[src/rtl/kernel_frame_ctrl_pkg.sv]
// Shared token codes and register-map error bit indices for kernel_frame_ctrl
// and the blocks around it.
package kernel_frame_ctrl_pkg;

   localparam int DTYPE_WIDTH = 8;

   localparam logic [DTYPE_WIDTH-1:0] DTYPE_FRAME_START = 8'h01;
   localparam logic [DTYPE_WIDTH-1:0] DTYPE_FRAME_END   = 8'h02;
   localparam logic [DTYPE_WIDTH-1:0] DTYPE_ROW_START   = 8'h03;
   localparam logic [DTYPE_WIDTH-1:0] DTYPE_ROW_END     = 8'h04;
   localparam logic [DTYPE_WIDTH-1:0] DTYPE_HEADER      = 8'h40;
   localparam logic [DTYPE_WIDTH-1:0] DTYPE_PIXEL       = 8'h80;
   localparam logic [DTYPE_WIDTH-1:0] DTYPE_PIXEL_MASK  = 8'h80;

   localparam int KCTRL_ERR_OVERFLOW = 0;
   localparam int KCTRL_ERR_DIM      = 1;
   localparam int KCTRL_ERR_SYNC     = 2;

endpackage

[src/rtl/kernel_frame_ctrl_frame_dim_counter.sv]
// Row/column counters for one frame: column saturation at MAX_COLS and the
// check of every row length against the first row of the frame.
module frame_dim_counter #(
   parameter int MAX_COLS       = 1288,
   parameter int NUM_COLS_WIDTH = $clog2(MAX_COLS + 1)
) (
   input  logic                      clk,
   input  logic                      reset,
   input  logic                      clear,
   input  logic                      row_start,
   input  logic                      row_end,
   input  logic                      pixel,
   output logic [NUM_COLS_WIDTH-1:0] ref_cols,
   output logic [15:0]               row_cnt,
   output logic                      overflow,
   output logic                      mismatch
);

   localparam logic [NUM_COLS_WIDTH-1:0] COL_LIMIT = NUM_COLS_WIDTH'(MAX_COLS);

   logic [NUM_COLS_WIDTH-1:0] col_cnt;

   assign overflow = pixel && (col_cnt == COL_LIMIT);
   // The first ROW_END of a frame defines the reference instead of being checked.
   assign mismatch = row_end && (row_cnt != 16'd0) && (col_cnt != ref_cols);

   // NOTE: sequential state uses non-blocking assignments so every register
   // samples the pre-edge values of the others, independent of statement order.
   always_ff @(posedge clk) begin
      if (reset || clear) begin
         col_cnt  <= '0;
         row_cnt  <= '0;
         ref_cols <= '0;
      end else begin
         if (row_start) begin
            col_cnt <= '0;
         end else if (pixel && !overflow) begin
            col_cnt <= col_cnt + 1'b1;
         end
         if (row_end) begin
            if (row_cnt != 16'hFFFF) begin
               row_cnt <= row_cnt + 16'd1;
            end
            if (row_cnt == 16'd0) begin
               ref_cols <= col_cnt;
            end
         end
      end
   end

endmodule

[src/rtl/kernel_frame_ctrl.sv]
// Frame-synchronous front end of the kernel: one-cycle pixel pipeline, kernel
// enable that only changes at frame boundaries, frame status and sticky errors.
module kernel_frame_ctrl
   import kernel_frame_ctrl_pkg::*;
#(
   parameter int PIXEL_WIDTH    = 10,
   parameter int DATA_WIDTH     = 16,
   parameter int MAX_COLS       = 1288,
   parameter int NUM_COLS_WIDTH = $clog2(MAX_COLS + 1)
) (
   input  logic                      clk,
   input  logic                      reset,
   input  logic                      dvi,
   input  logic [DTYPE_WIDTH-1:0]    dtypei,
   input  logic [PIXEL_WIDTH-1:0]    datai,
   input  logic [DATA_WIDTH-1:0]     meta_datai,
   input  logic                      enable_req,
   input  logic                      err_clear,
   output logic                      dvo,
   output logic [DTYPE_WIDTH-1:0]    dtypeo,
   output logic [PIXEL_WIDTH-1:0]    datao,
   output logic [DATA_WIDTH-1:0]     meta_datao,
   output logic                      kernel_enable,
   output logic                      enable_pending,
   output logic                      frame_done,
   output logic [15:0]               frame_count,
   output logic [15:0]               num_rows,
   output logic [NUM_COLS_WIDTH-1:0] num_cols,
   output logic [2:0]                err
);

   typedef enum logic [1:0] {IDLE, ACTIVE, FAULT} state_t;

   state_t                    state;
   logic                      applied_en;
   logic                      in_frame;
   logic                      tok_fs, tok_fe, tok_rs, tok_re, tok_px;
   logic [2:0]                err_set;
   logic [NUM_COLS_WIDTH-1:0] ref_cols;
   logic [15:0]               row_cnt;
   logic                      overflow, mismatch;

   // NOTE: every signal driven here gets a value on every path, so no latch
   // can be inferred.
   always_comb begin
      in_frame = (state != IDLE);
      tok_fs   = dvi && (dtypei == DTYPE_FRAME_START);
      tok_fe   = dvi && (dtypei == DTYPE_FRAME_END);
      tok_rs   = dvi && (dtypei == DTYPE_ROW_START);
      tok_re   = dvi && (dtypei == DTYPE_ROW_END);
      tok_px   = dvi && ((dtypei & DTYPE_PIXEL_MASK) != '0);
      err_set                     = '0;
      err_set[KCTRL_ERR_OVERFLOW] = overflow;
      err_set[KCTRL_ERR_DIM]      = mismatch;
      err_set[KCTRL_ERR_SYNC]     = (tok_fs && in_frame) || (tok_fe && !in_frame);
   end

   assign enable_pending = (enable_req != applied_en);

   frame_dim_counter #(
      .MAX_COLS       (MAX_COLS),
      .NUM_COLS_WIDTH (NUM_COLS_WIDTH)
   ) u_dim (
      .clk       (clk),
      .reset     (reset),
      .clear     (tok_fs),
      .row_start (tok_rs && in_frame),
      .row_end   (tok_re && in_frame),
      .pixel     (tok_px && in_frame),
      .ref_cols  (ref_cols),
      .row_cnt   (row_cnt),
      .overflow  (overflow),
      .mismatch  (mismatch)
   );

   always_ff @(posedge clk) begin
      if (reset) begin
         state         <= IDLE;
         applied_en    <= 1'b0;
         dvo           <= 1'b0;
         dtypeo        <= '0;
         datao         <= '0;
         meta_datao    <= '0;
         kernel_enable <= 1'b0;
         frame_done    <= 1'b0;
         frame_count   <= '0;
         num_rows      <= '0;
         num_cols      <= '0;
         err           <= '0;
      end else begin
         dvo        <= dvi;
         dtypeo     <= dtypei;
         datao      <= datai;
         meta_datao <= meta_datai;
         frame_done <= 1'b0;
         err        <= (err_clear ? 3'b000 : err) | err_set;

         // A FRAME_START always opens a fresh frame, even over an unfinished one.
         if (tok_fs) begin
            state         <= ACTIVE;
            applied_en    <= enable_req;
            kernel_enable <= enable_req;
         end else begin
            if (state == FAULT) begin
               kernel_enable <= 1'b0;
            end
            if (tok_fe && in_frame) begin
               state       <= IDLE;
               num_rows    <= row_cnt;
               num_cols    <= ref_cols;
               frame_count <= frame_count + 16'd1;
               frame_done  <= 1'b1;
            end else if (overflow) begin
               state <= FAULT;
            end
         end
      end
   end

endmodule

[config.mk]
export PLATFORM = sky130hd
export DESIGN_NAME = kernel_frame_ctrl
export DESIGN_NICKNAME = d
export VERILOG_FILES = /design/src/rtl/kernel_frame_ctrl_pkg.sv /design/src/rtl/kernel_frame_ctrl_frame_dim_counter.sv /design/src/rtl/kernel_frame_ctrl.sv
export SDC_FILE = /design/constraint.sdc
export NUM_CORES = 1
export LEC_CHECK = 0
export ABC_AREA = 0
export CAP_MARGIN = 20
export CORE_MARGIN = 2
export CORE_UTILIZATION = 35
export DETAILED_ROUTE_END_ITERATION = 10
export PLACE_DENSITY = 0.66
export SLEW_MARGIN = 30
export SYNTH_ARGS = -nofsm -noshare
export SYNTH_HDL_FRONTEND = slang
export SYNTH_SLANG_ARGS = --single-unit
export TNS_END_PERCENT = 30
[constraint.sdc]
create_clock -name clk -period 2.7 [get_ports clk]
set_input_delay 0.405 -clock clk [delete_from_list [all_inputs] [get_ports clk]]
set_output_delay 0.405 -clock clk [all_outputs]
set_load 0.01 [all_outputs]
# --- Word level (Yosys, flattened, before mapping) ---
# Cells that the tools add are included.
# W data, S select, Z words.
op_classes:
  n_lt_le_gt_ge: 0
  n_shift: 0
  n_addsub: 3
  div_mod_pow: 0
  reduce_logical: 30
  n_eq_ne: 9
  bitwise_logic: 2
  n_mux: 7
  multipliers: 0
op_table:
  columns: ["op", "n"]
  rows:
  - ["$add A16 B1 Y16 const B", 2]
  - ["$eq A8 B2 Y1 const B", 2]
  - ["$logic_not A16 Y1", 1]
  - ["$ne A16 B16 Y1 const B", 1]
  - ["$reduce_bool A16 Y1", 1]
  - ["$logic_and A1 B1 Y1", 15]
  - ["$add A11 B1 Y11 const B", 1]
  - ["$eq A11 B11 Y1 const B", 1]
  - ["$ne A11 B11 Y1", 1]
  - ["$eq A8 B1 Y1 const B", 1]
  - ["$eq A8 B3 Y1 const B", 1]
  - ["$mux W1", 6]
  - ["$reduce_and A2 Y1", 3]
  - ["$reduce_bool A2 Y1", 2]
  - ["$reduce_or A2 Y1", 2]
  - ["$mux W3", 1]
  - ["$or A3 B3 Y3", 1]
  - ["$reduce_bool A3 Y1", 1]
  - ["$reduce_or A3 Y1", 1]
  - ["$eq A2 B2 Y1 const B", 1]
  - ["$logic_not A1 Y1", 2]
  - ["$logic_or A1 B1 Y1", 2]
  - ["$ne A1 B1 Y1", 1]
  - ["$not A1 Y1", 1]
word_totals:
  reg_bits: 124
  out_inout_bits: 84
  rom_bits: 0
  n_memories: 0
  input_bits: 39
  latchBits: 0
  ramBits: 0

# --- Longest topological paths before layout ---
logic_depth:
  word_depth: 6
  mapped_depth: 9
  depth_no_buf: 7

# --- By module ---
# Synthesis repeated with hierarchy kept, for this count alone.
unflattened:
  hier_cells: 567
  hier_area_um2: 4979.8
modules_own_cells:
  columns: ["module", "seq_area_each_um2", "cells_each", "instances", "area_each_um2"]
  rows:
  - ["kernel_frame_ctrl", 1721.7, 329, 1, 2980.4]
  - ["frame_dim_counter", 760.7, 238, 1, 1999.4]

# --- Worst setup path before layout ---
# No wires, ideal clock.
synth_timing:
  path_kind: "input port to flip-flop"
  from: "in dtypei[5]"
  to: "reg u_dim.row_cnt[5]"
  t_required_ns: 2.582
  setup_ns: 0.118
  setup_slack_ns: 0.946
  arrival_time_ns: 1.636
  stages: 6
  cell_sequence: "nor4_4 -> nand4_2 -> buf_6 -> nor4_1 -> xnor2_1 -> nor2_2"
synth_via:
  elab_chain_len: 4
  word_cells_on_any_way: 7
  cone_classes: "2 x eq/ne; 5 x reduce/logical"
synth_rtl:
  columns: ["element", "line_no", "source"]
  rows:
  - ["start, declared", "kernel_frame_ctrl.sv:14", "input logic [DTYPE_WIDTH-1:0] dtypei,"]
  - ["$eq A8 B3 Y1", "kernel_frame_ctrl.sv:50", "tok_re = dvi && (dtypei == DTYPE_ROW_END);"]
  - ["$logic_and A1 B1 Y1", "kernel_frame_ctrl.sv:50", null]
  - ["$logic_and A1 B1 Y1", "kernel_frame_ctrl.sv:68", ".row_end (tok_re && in_frame),"]
  - ["$reduce_and A2 Y1 (no source line)", null, null]
  - ["end signal, assigned", "kernel_frame_ctrl_frame_dim_counter.sv:42", "row_cnt <= row_cnt + 16'd1;"]
  - ["end, declared", "kernel_frame_ctrl_frame_dim_counter.sv:14", "output logic [15:0] row_cnt,"]
# Several ways; a longest one is shown, not always the timed one.
# A chain may end at the register's enable or synchronous reset.

# --- Worst setup path after layout ---
layout_timing:
  from: "reg u_dim.row_cnt[0]"
  to: "reg u_dim.row_cnt[3]"
layout_via:
  elab_chain_len: 2
  word_cells_on_any_way: 3
  cone_classes: "1 x add/sub; 1 x eq/ne; 1 x reduce/logical"
layout_rtl:
  columns: ["element"]
  rows:
  - ["branches (longest 2 deep; another with $add A16 B1 Y16)"]
# Parallel ways; which one is timed is not known.

==> metrics.md <==
| Metric | Value |
|---|---|
| Final clock skew | 0.006156 ns |
| Core Util, Final | roughly half |
| DR pass1 iterations | 4 |
| #FFs+latches synth | ~120 |
| Synth unique cells | 46 |
| CTS root buf | clkbuf_16 |
| Core area | roughly 14000 um2 |
| Post-synthesis cell count | ~560 |
| Synthesis warning total | 0 |
| Number of diodes | 0 |
| Hold Fails Final Rpt | 0 |
| Fin crit period | 2.058 ns |
| Clock transition at path regs | approximately 0.05 ns |
| Syn-to-layout area delta | 37.78% |
| Synth Flop Type | dfxtp_1 |
| Die Y | approximately 120 um |
| First-pass GRT wire length | 19120 um |
| Dpl cells | 830 |
| Layout cells sized above 1 | 7.249% |
| Slew margin rel. | between 60% and 70% |
| Post-synth EDFFs | 0 |
| Drt total wl | ~12000 um |
| Fmax | about 0.49 GHz |
| Status | finished, final reports clean |
| Core Rows | 43 |
| Post-route ant nets | 0 |
| CTS max path bufs | 2 |
| Antenna violations before repair | 0 |
| Worst setup path class | flip-flop to flip-flop |
| Final net count | ~710 |
| CP Capture Type | flip-flop |
| 1st-iter DRT viols | 220 |
| P per Cell Area | 595.4 nW/um2 |
| CTS sink cnt | around 120 |
| Post-DP HPWL | between 8000 and 9000 um |
| Starting Density | a little over a third |
| Syn avg cell area | a little under 9 um2 |
| Critical-path maximum fanout | 9 |
| Buffers added on ports | 122 |
| Internal | between 0.003 and 0.004 W |
| CTS buffer count | 17 |
| RSZ-0062 raised after global routing | no |
| Gr usage total | between 10% and 20% |
| WP data arrival | roughly 2.3 ns |
| Post-Syn Area | 4941 um2 |
| Switching Power | approximately 0.0008 W |
| Worst-margin pin slew | slightly below 0.6 ns |
| CTS tree | built |
| Flop pwr share | between 40% and 50% |
| Die X-Extent | approximately 120 um |
| Gr ovfl total | 0 |
| Worst-Skew Late Latency | between 0.4 and 0.5 ns |
| Pwr Total | around 0.0041 W |
| Io pins | approximately 120 |
| Post-cts resize count | 0 |
| Setup Buffers After CTS | 0 |
| Largest net degree at the start of global routing | 83 |
| Max-Cap Viols | 0 |
| Clock power share | between 40% and 50% |
| H-tree levels | 4 |
| Most common cell after layout, fill and taps aside | dfxtp_1 |
| Routed len/inst | around 14 um |
| Crit path required time | between 2 and 3 ns |
| Worst vdd ir | roughly 0.00038 V |
| Most frequent cells in the layout | dfxtp_1, clkdlybuf4s50_1, nand2_1 |
| Die area | 15080 um2 |
| Vias in the first global route | between 4000 and 5000 |
| Synthesized Nets | about 600 |
| Setup violators final | 0 |
| Cts hold-fix bufs | 0 |
| Switching part of the total power | around a fifth |
| Hold WC Path Type | primary input to flip-flop |
| Gate power share | approximately 4.8% |
| Leakage | between 2 and 2.5 nW |
| Post-route setup TNS | 0 ns |
| Seq/Total Area, Yosys | between 50% and 60% |
| Final Cycle Share | 76.20% |
| Fin cells | about 860 |
| Routability cong. | 0.8282 |
| Startpoint class of the critical path | flip-flop |
| Residual DRC | 0 |
| Total number of vias | a little over 4000 |
| Max-slew violation count | 0 |
| Vias per inst | just under 5 |
| Post-synth ARST share | 0% |
-- path summary, 6_finish.rpt --
check	slack [ns]	to	cells past startpoint	from
worst max-delay path	0.64	u_dim.row_cnt[3]	6	u_dim.row_cnt[0]
worst min-delay path	0.27	state[0]	2	reset
worst max register to register	0.64	u_dim.row_cnt[3]	6	u_dim.row_cnt[0]
worst min register to register	0.45	num_rows[7]	2	num_rows[7]
-- registers in the layout, indices dropped and copies added (netlist names) --
signal          count
applied_en          1
state               2
frame_count        16
dvo                 1
kernel_enable       1
meta_datao         16
u_dim.row_cnt      16
num_rows           16
err                 3
dtypeo              8
datao              10
u_dim.col_cnt      11
u_dim.ref_cols     11
frame_done          1
num_cols           11
-- routing by layer --
layer  up-vias  wire [um]  global-route usage, %
met5         -          0                      0
met4         0        145                  5.603
met3        11        552                  4.972
met2        88       5912                  27.49
met1      1935       5042                  19.07
li1       2093          -                      -
-- critical path, stage by stage, from the launching register on --
cell and delay [ns]:
dfxtp_1 0.52, ha_1 0.28, nand4_1 0.21, nor4_2 0.57
nor4b_2 0.13, xnor2_1 0.17, nor2_1 0.05
-- power groups by stage --
| stage | sequential [W] | combinational, W | clock, W |
|---|---|---|---|
| after floorplan | 0.00192 | 0.0000512 | 0 |
| after global placement | 0.00190 | 0.000196 | 0 |
| after detailed placement | 0.00191 | 0.000198 | 0 |
| after CTS | 0.00187 | 0.000199 | 0.00205 |
| after global routing | 0.00187 | 0.000210 | 0.00213 |
| final | 0.00187 | 0.000196 | 0.00199 |
-- logic make-up after synthesis --
group | share of synthesized area, %
simple gates | 28.06
flops | 50.24
compound gates | 8.129
xor+xnor | 8.331
buf+inv | 3.773
fa+ha+maj | 1.266
mux | 0.2026
-- layout make-up --
class	count	area [um2]
Clock buffer	22	464.2
Timing Repair Buffer	130	1289
Inverter	8	30.03
Sequential cell	124	2482
Multi-Input combinational cell	388	2272
Fill cell	1288	7019
Clock inverter	4	45.04
Tap cell	180	225.2
-- stage by stage --
| step | worst slack, ns | hold slack (ns) | area, um2 |
|---|---|---|---|
| detailed placement | 0.2591 | 0.4478 | 6299 |
| global route | 0.3858 | 0.2824 | 6808 |
| floorplan | 0.9463 | 0.4481 | 4941 |
| CTS | 0.6274 | 0.2512 | 6808 |
| global placement | 0.3318 | 0.4473 | 6299 |
| finish | 0.6425 | 0.2743 | 6808 |
-- Yosys cell counts (2+ instances only) --
library cell,count,area [um2]
nand2b_1,4,25.02
nor2b_1,39,244.0
nand2_1,83,311.6
xor2_1,21,183.9
a21oi_1,52,260.3
nor4_1,10,62.56
buf_6,2,22.52
buf_1,2,7.510
nor4_2,2,25.02
buf_2,8,40.04
o21ai_0,15,75.07
nand3_1,15,75.07
and3_1,3,18.77
a21o_1,2,15.01
inv_1,8,30.03
dfxtp_1,124,2482
nor4b_1,3,26.28
ha_1,5,62.56
nor2_2,5,31.28
nor3_1,11,55.05
nor2_1,42,157.7
or3_1,3,18.77
nand4_1,17,106.4
clkbuf_1,23,86.33
and4_1,6,52.55
xnor2_1,26,227.7
nor3_2,5,50.05
Note: power is estimated with default switching activity, not from simulation.
